`src/rtl/riscv_pkg.sv`:
```
// Shared fetch-side types and constants for the RV32 front end.
package riscv_pkg;

  localparam int XLEN = 32;

  typedef enum logic {
    RUN  = 1'b0,
    HALT = 1'b1
  } fetch_state_t;

  // All-zero word marks the end-of-program padding in instruction memory.
  localparam logic [31:0] INST_HALT  = 32'h0;
  localparam logic [1:0]  ALIGN_MASK = 2'b11;

  function automatic logic is_aligned(input logic [1:0] low_bits);
    return (low_bits & ALIGN_MASK) == 2'b00;
  endfunction

endpackage

```
`src/rtl/fetch_fifo.sv`:
```
// Small circular buffer between instruction memory and the datapath.
// Flush empties it in one edge; the head is visible combinationally.
module fetch_fifo #(
  parameter  int WIDTH = 64,
  parameter  int DEPTH = 2,
  localparam int CNT_W = $clog2(DEPTH + 1),
  localparam int PTR_W = (DEPTH > 1) ? $clog2(DEPTH) : 1
) (
  input  logic             clock,
  input  logic             reset,
  input  logic             push,
  input  logic             pop,
  input  logic             flush,
  input  logic [WIDTH-1:0] wdata,
  output logic [WIDTH-1:0] head,
  output logic [CNT_W-1:0] count
);

  logic [WIDTH-1:0] mem [DEPTH];
  logic [PTR_W-1:0] wr_ptr;
  logic [PTR_W-1:0] rd_ptr;

  function automatic logic [PTR_W-1:0] next_ptr(input logic [PTR_W-1:0] p);
    return (p == PTR_W'(DEPTH - 1)) ? '0 : p + 1'b1;
  endfunction

  // NOTE: state registers use non-blocking assignments so every flop samples
  // pre-edge values regardless of statement order.
  always_ff @(posedge clock) begin
    if (reset) begin
      wr_ptr <= '0;
      rd_ptr <= '0;
      count  <= '0;
      // NOTE: storage is reset only because it is a couple of flops and the
      // head must read zero out of reset; a deep RAM would not be reset.
      for (int i = 0; i < DEPTH; i++) mem[i] <= '0;
    end else if (flush) begin
      wr_ptr <= '0;
      rd_ptr <= '0;
      count  <= '0;
    end else begin
      if (push) begin
        mem[wr_ptr] <= wdata;
        wr_ptr      <= next_ptr(wr_ptr);
      end
      if (pop) rd_ptr <= next_ptr(rd_ptr);
      case ({push, pop})
        2'b10:   count <= count + 1'b1;
        2'b01:   count <= count - 1'b1;
        default: count <= count;
      endcase
    end
  end

  assign head = mem[rd_ptr];

  no_overflow: assert property (@(posedge clock) disable iff (reset || flush)
    !(push && !pop && count == CNT_W'(DEPTH)));

  no_underflow: assert property (@(posedge clock) disable iff (reset)
    !(pop && count == '0));

endmodule

```
`src/rtl/instruction_fetch_controller.sv`:
```
// Owns the fetch PC, issues one instruction-memory read per cycle, absorbs the
// one-cycle read latency and hands words to the datapath through fetch_fifo.
module instruction_fetch_controller
  import riscv_pkg::*;
#(
  parameter int              XLEN       = riscv_pkg::XLEN,
  parameter logic [XLEN-1:0] RESET_PC   = '0,
  parameter int              IMEM_WORDS = 32,
  parameter int              FIFO_DEPTH = 2
) (
  input  logic            clock,
  input  logic            reset,
  input  logic            enable,
  output logic [XLEN-1:0] imem_addr,
  input  logic [XLEN-1:0] imem_rdata,
  input  logic            redirect_valid,
  input  logic [XLEN-1:0] redirect_target,
  output logic            inst_valid,
  input  logic            inst_ready,
  output logic [XLEN-1:0] inst_out,
  output logic [XLEN-1:0] inst_pc,
  output logic            halted,
  output logic            fault
);

  localparam int CNT_W = $clog2(FIFO_DEPTH + 1);
  // One extra bit so a memory that fills the whole address space still compares correctly.
  localparam logic [XLEN:0] PC_LIMIT = (XLEN + 1)'(IMEM_WORDS * 4);

  fetch_state_t    state_q, state_d;
  logic [XLEN-1:0] fetch_pc_q, fetch_pc_d;
  logic [XLEN-1:0] req_pc_q, req_pc_d;
  logic            inflight_q, inflight_d;
  logic            fault_q, fault_d;

  logic             push, flush, pop, issue;
  logic             in_range, target_ok;
  logic [CNT_W-1:0] count;
  logic [CNT_W:0]   occupancy;
  logic [2*XLEN-1:0] fifo_head;

  assign pop        = inst_valid && inst_ready;
  assign inst_valid = (count != '0);

  // Slots that will be taken after this edge if nothing new is issued.
  assign occupancy = (CNT_W + 1)'(count) + (CNT_W + 1)'(inflight_q) - (CNT_W + 1)'(pop);
  assign in_range  = {1'b0, fetch_pc_q} < PC_LIMIT;
  assign target_ok = is_aligned(redirect_target[1:0]) && ({1'b0, redirect_target} < PC_LIMIT);

  assign issue = (state_q == RUN) && enable && !redirect_valid && in_range
              && (occupancy < (CNT_W + 1)'(FIFO_DEPTH));

  always_comb begin
    // NOTE: every signal assigned here gets a default first, so no path can
    // leave one unassigned and infer a latch.
    state_d    = state_q;
    fetch_pc_d = fetch_pc_q;
    req_pc_d   = req_pc_q;
    inflight_d = 1'b0;
    fault_d    = fault_q;
    push       = 1'b0;
    flush      = 1'b0;

    if (issue) begin
      inflight_d = 1'b1;
      req_pc_d   = fetch_pc_q;
      fetch_pc_d = fetch_pc_q + XLEN'(4);
    end

    case (state_q)
      RUN: begin
        if (redirect_valid) begin
          // Buffered words and the read in flight belong to the wrong path.
          flush = 1'b1;
          if (target_ok) begin
            fetch_pc_d = redirect_target;
          end else begin
            state_d = HALT;
            fault_d = 1'b1;
          end
        end else begin
          if (inflight_q) begin
            if (imem_rdata == XLEN'(INST_HALT)) state_d = HALT;
            else                                push    = 1'b1;
          end
          if (!in_range && !inflight_q) state_d = HALT;
        end
      end
      HALT: begin
        // Only reset leaves HALT; the buffer keeps draining on its own.
      end
      default: state_d = HALT;
    endcase
  end

  always_ff @(posedge clock) begin
    if (reset) begin
      state_q    <= RUN;
      fetch_pc_q <= RESET_PC;
      req_pc_q   <= '0;
      inflight_q <= 1'b0;
      fault_q    <= 1'b0;
    end else begin
      state_q    <= state_d;
      fetch_pc_q <= fetch_pc_d;
      req_pc_q   <= req_pc_d;
      inflight_q <= inflight_d;
      fault_q    <= fault_d;
    end
  end

  fetch_fifo #(
    .WIDTH (2 * XLEN),
    .DEPTH (FIFO_DEPTH)
  ) u_fetch_fifo (
    .clock (clock),
    .reset (reset),
    .push  (push),
    .pop   (pop),
    .flush (flush),
    .wdata ({req_pc_q, imem_rdata}),
    .head  (fifo_head),
    .count (count)
  );

  assign imem_addr = fetch_pc_q;
  assign inst_pc   = fifo_head[2*XLEN-1:XLEN];
  assign inst_out  = fifo_head[XLEN-1:0];
  assign halted    = (state_q == HALT);
  assign fault     = fault_q;

endmodule
```
`config.mk`:
```
export PLATFORM = sky130hd
export DESIGN_NAME = instruction_fetch_controller
export DESIGN_NICKNAME = d
export VERILOG_FILES = /design/src/rtl/riscv_pkg.sv /design/src/rtl/fetch_fifo.sv /design/src/rtl/instruction_fetch_controller.sv
export SDC_FILE = /design/constraint.sdc
export NUM_CORES = 1
export LEC_CHECK = 0
export CORE_MARGIN = 2
export CORE_UTILIZATION = 40
export DETAILED_ROUTE_END_ITERATION = 16
export GPL_TIMING_DRIVEN = 0
export SYNTH_ARGS = -nofsm -noshare
export SYNTH_HDL_FRONTEND = slang
export SYNTH_HIERARCHICAL = 1
export SYNTH_SLANG_ARGS = --single-unit
```
`constraint.sdc`:
```
create_clock -name clock -period 8.6 [get_ports clock]
set_input_delay 1.72 -clock clock [delete_from_list [all_inputs] [get_ports clock]]
set_output_delay 1.72 -clock clock [all_outputs]
set_load 0.02 [all_outputs]
```
==> qor.yml <==
r2r_slack_ns: 5.51
layout-drive-gt1-share_pct: 18.87
diodes: 0
hold_violations: 0
drcViolationCount: 0
area_growth_pct: 31.96
cts_tree: "built"
power_density_mw_per_mm2: 180.7
synth.distinct_cells: 49
antenna_found_initial: 0
yosysTopAreaCell: "edfxtp_1"
hold_slack_ns: 0.4697
drv_cap: 0
synthFlopType: "edfxtp_1"
syn-cell-area_mm2: 0.008218
design_area_mm2: 0.01084
die_x_um: 147.3
crit_fanout: 64
cts.sinks: 200
core_area_mm2: 0.02017
clockBufferDepth: 2
first_pass_iters: 6
worst_hold_path_type: "flip-flop to flip-flop"
rr_startpoint: "u_fetch_fifo/count[1]"
cp-end-kind: "flip-flop"
synth_cells: 594
htreeDepth: 4
hold_buffers: 0
finalWirelength_um: 18830
seqCellArea_mm2: 0.005285
synth_nets: 667
die_area_mm2: 0.02171
track_usage_pct: 17.61
clk_pin_slew_worst_paths_ns: 0.07
clk-insertion-delay-late_ns: 0.44
first_iter_violations: 203
cts.repair.resized: 0
crit_type: "input pin to flip-flop"
finalSetupViolations: 0
place.gp.congestion: 0.7550
cp-start-kind: "input pin"
synth_edf_count: 128
grt_max_degree: 65
p_leak_uw: 0.004401
grt_pass1_vias: 5642
rr_worst_depth: 12
postCtsSetupRepairBufs: 0
synth_seq_area_share_pct: 64.31
hpwl_um: 13020
rsz0062_at_grt: "no"
min_period_over_period_pct: 52.89
crit_path_start: "imem_rdata[15]"
die_h_um: 147.3
cts_buffers: 17
outcome: "finished, final reports clean"
slew_headroom_pct: 38.62
power.switching_uw: 454.4
crit_end: "u_fetch_fifo/mem[1][25]"
rr_endpoint: "req_pc_q[30]"
required_ns: 8.66
fillers: 1761
final_util_pct: 53.77
final.min_clock_period_ns: 4.549
wl_per_cell_um: 17.68
finClkSkew_ns: 0.009107
internal_power_uw: 1505
vias: 5347
synth_seq_cells: 200
io_buffers: 167
grt_pass1_wl_um: 29380
final_cell_mix: "clkdlybuf4s50_1 (167), and3_1 (129), edfxtp_1 (128)"
final_nets: 855
place_area_mm2: 0.01029
arrival_ns: 4.61
rows: 52
avgSynthCellArea_um2: 13.83
swShare_pct: 23.18
yosysWarnings: 6
mostFrequentLayoutCell: "clkdlybuf4s50_1"
seqPwrFrac_pct: 53.7
initial_utilization_pct: 40.74
max-vdd-ir-drop_mv: 0.1330
overflow: 0
worst_pin_slew_ns: 0.9207
pwr-share-comb_pct: 8.1
drv_slew: 0
synth_top_area_share_pct: 46.77
clkPwrFrac_pct: 38.3
io_pins: 168
multi_input_area_mm2: 0.002626
synthTopCellsByArea: "edfxtp_1 (47%), dfxtp_1 (18%), and3_1 (9.8%), mux2_2 (8.8%), and2_1 (4.1%)"
postSynth.asyncResetShare_pct: 0
setup_tns_ns: 0
viasPerCell: 5.021
ant_nets: 0
root_buffer: "clkbuf_16"
fmax_mhz: 219.8
==> registers in the layout, indices dropped and copies added, names as in the netlist, named ones only <==
name	count
fault	1
halted	1
imem_addr	32
inflight_q	1
req_pc_q	32
u_fetch_fifo/count	2
u_fetch_fifo/mem	128
u_fetch_fifo/rd_ptr	1
u_fetch_fifo/wr_ptr	1
==> synth_stat cells, types with 2 or more instances <==
library cell	instances
and3_1	129
edfxtp_1	128
dfxtp_1	72
mux2_2	64
and2_1	54
nor2_1	19
buf_2	16
nor4_1	16
mux2i_1	8
buf_6	6
clkbuf_2	6
xnor2_1	6
buf_8	5
nand3_1	5
nor4_2	5
clkbuf_1	4
nor3_1	4
a211oi_1	3
a21oi_1	3
buf_4	3
ha_1	3
inv_1	3
nand2_1	2
nand2b_1	2
nand4_1	2
nor2b_1	2
or2_2	2
==> critical path, cell delays in order <==
cell and delay (ns):
clkdlybuf4s50_1 0.55, nor4_1 0.06, nand4_1 0.14, nor2_1 0.12, nor4b_1 0.67, and2_4 0.28, buf_2 0.25, a21o_4 0.71
==> worst min-delay path by stage <==
stage                  from  cells after the start      endpoint
3_3_place_gp   req_pc_q[24]                      1  req_pc_q[24]
4_1_cts        req_pc_q[13]                      1  req_pc_q[13]
5_1_grt        req_pc_q[16]                      1  req_pc_q[16]
3_5_place_dp   req_pc_q[13]                      1  req_pc_q[13]
6_report       req_pc_q[18]                      1  req_pc_q[18]
2_1_floorplan  req_pc_q[10]                      1  req_pc_q[10]
==> stage by stage <==
stage                     power, uW  setup slack [ns]  instances
final                          1960             4.051       1065
after global routing           2028             3.960       1065
after CTS                      1976             4.039       1065
after detailed placement       1233             3.583       1033
after global placement         1231           -0.1582       1031
after floorplan                1142             2.565        594
==> routing by layer <==
| metal | share of wire (%) | GRT usage [%] | vias to the layer above |
|---|---|---|---|
| met2 | 48 | 29.84 | 160 |
| li1 | - | - | 2574 |
| met3 | 5.7 | 5.062 | 18 |
| met1 | 45 | 22.28 | 2595 |
| met4 | 0.97 | 4.519 | 0 |
| met5 | 0 | 0 | - |
==> power by group through the flow <==
stage,Clock [uW],Combinational [uW],Sequential [uW]
3_5_place_dp,0,159,1070
6_report,750,158,1050
5_1_grt,805,169,1050
2_1_floorplan,0,67.9,1070
3_3_place_gp,0,154,1080
4_1_cts,764,160,1050
==> cells by family after synthesis <==
| group | after synthesis | share of synthesized area [%] |
|---|---|---|
| DFF | 200 | 64.31 |
| and+or+nand+nor | 252 | 19.28 |
| buffers and inverters | 45 | 3.958 |
| AOI/OAI and AO/OA | 14 | 1.264 |
| xor gates and xnor gates | 7 | 0.7461 |
| muxes | 72 | 9.744 |
| adders and majority gates | 4 | 0.7004 |
==> final cells by class <==
cell class | count | area share [%]
sequential | 200 | 48.74
multi-input combinational | 349 | 24.22
timing repair buffer | 169 | 15.78
clock buffer | 18 | 4.050
tap | 270 | 3.115
buffer | 41 | 2.861
clock inverter | 14 | 1.096
inverter | 4 | 0.1385
(Power assumes the default switching activity.)
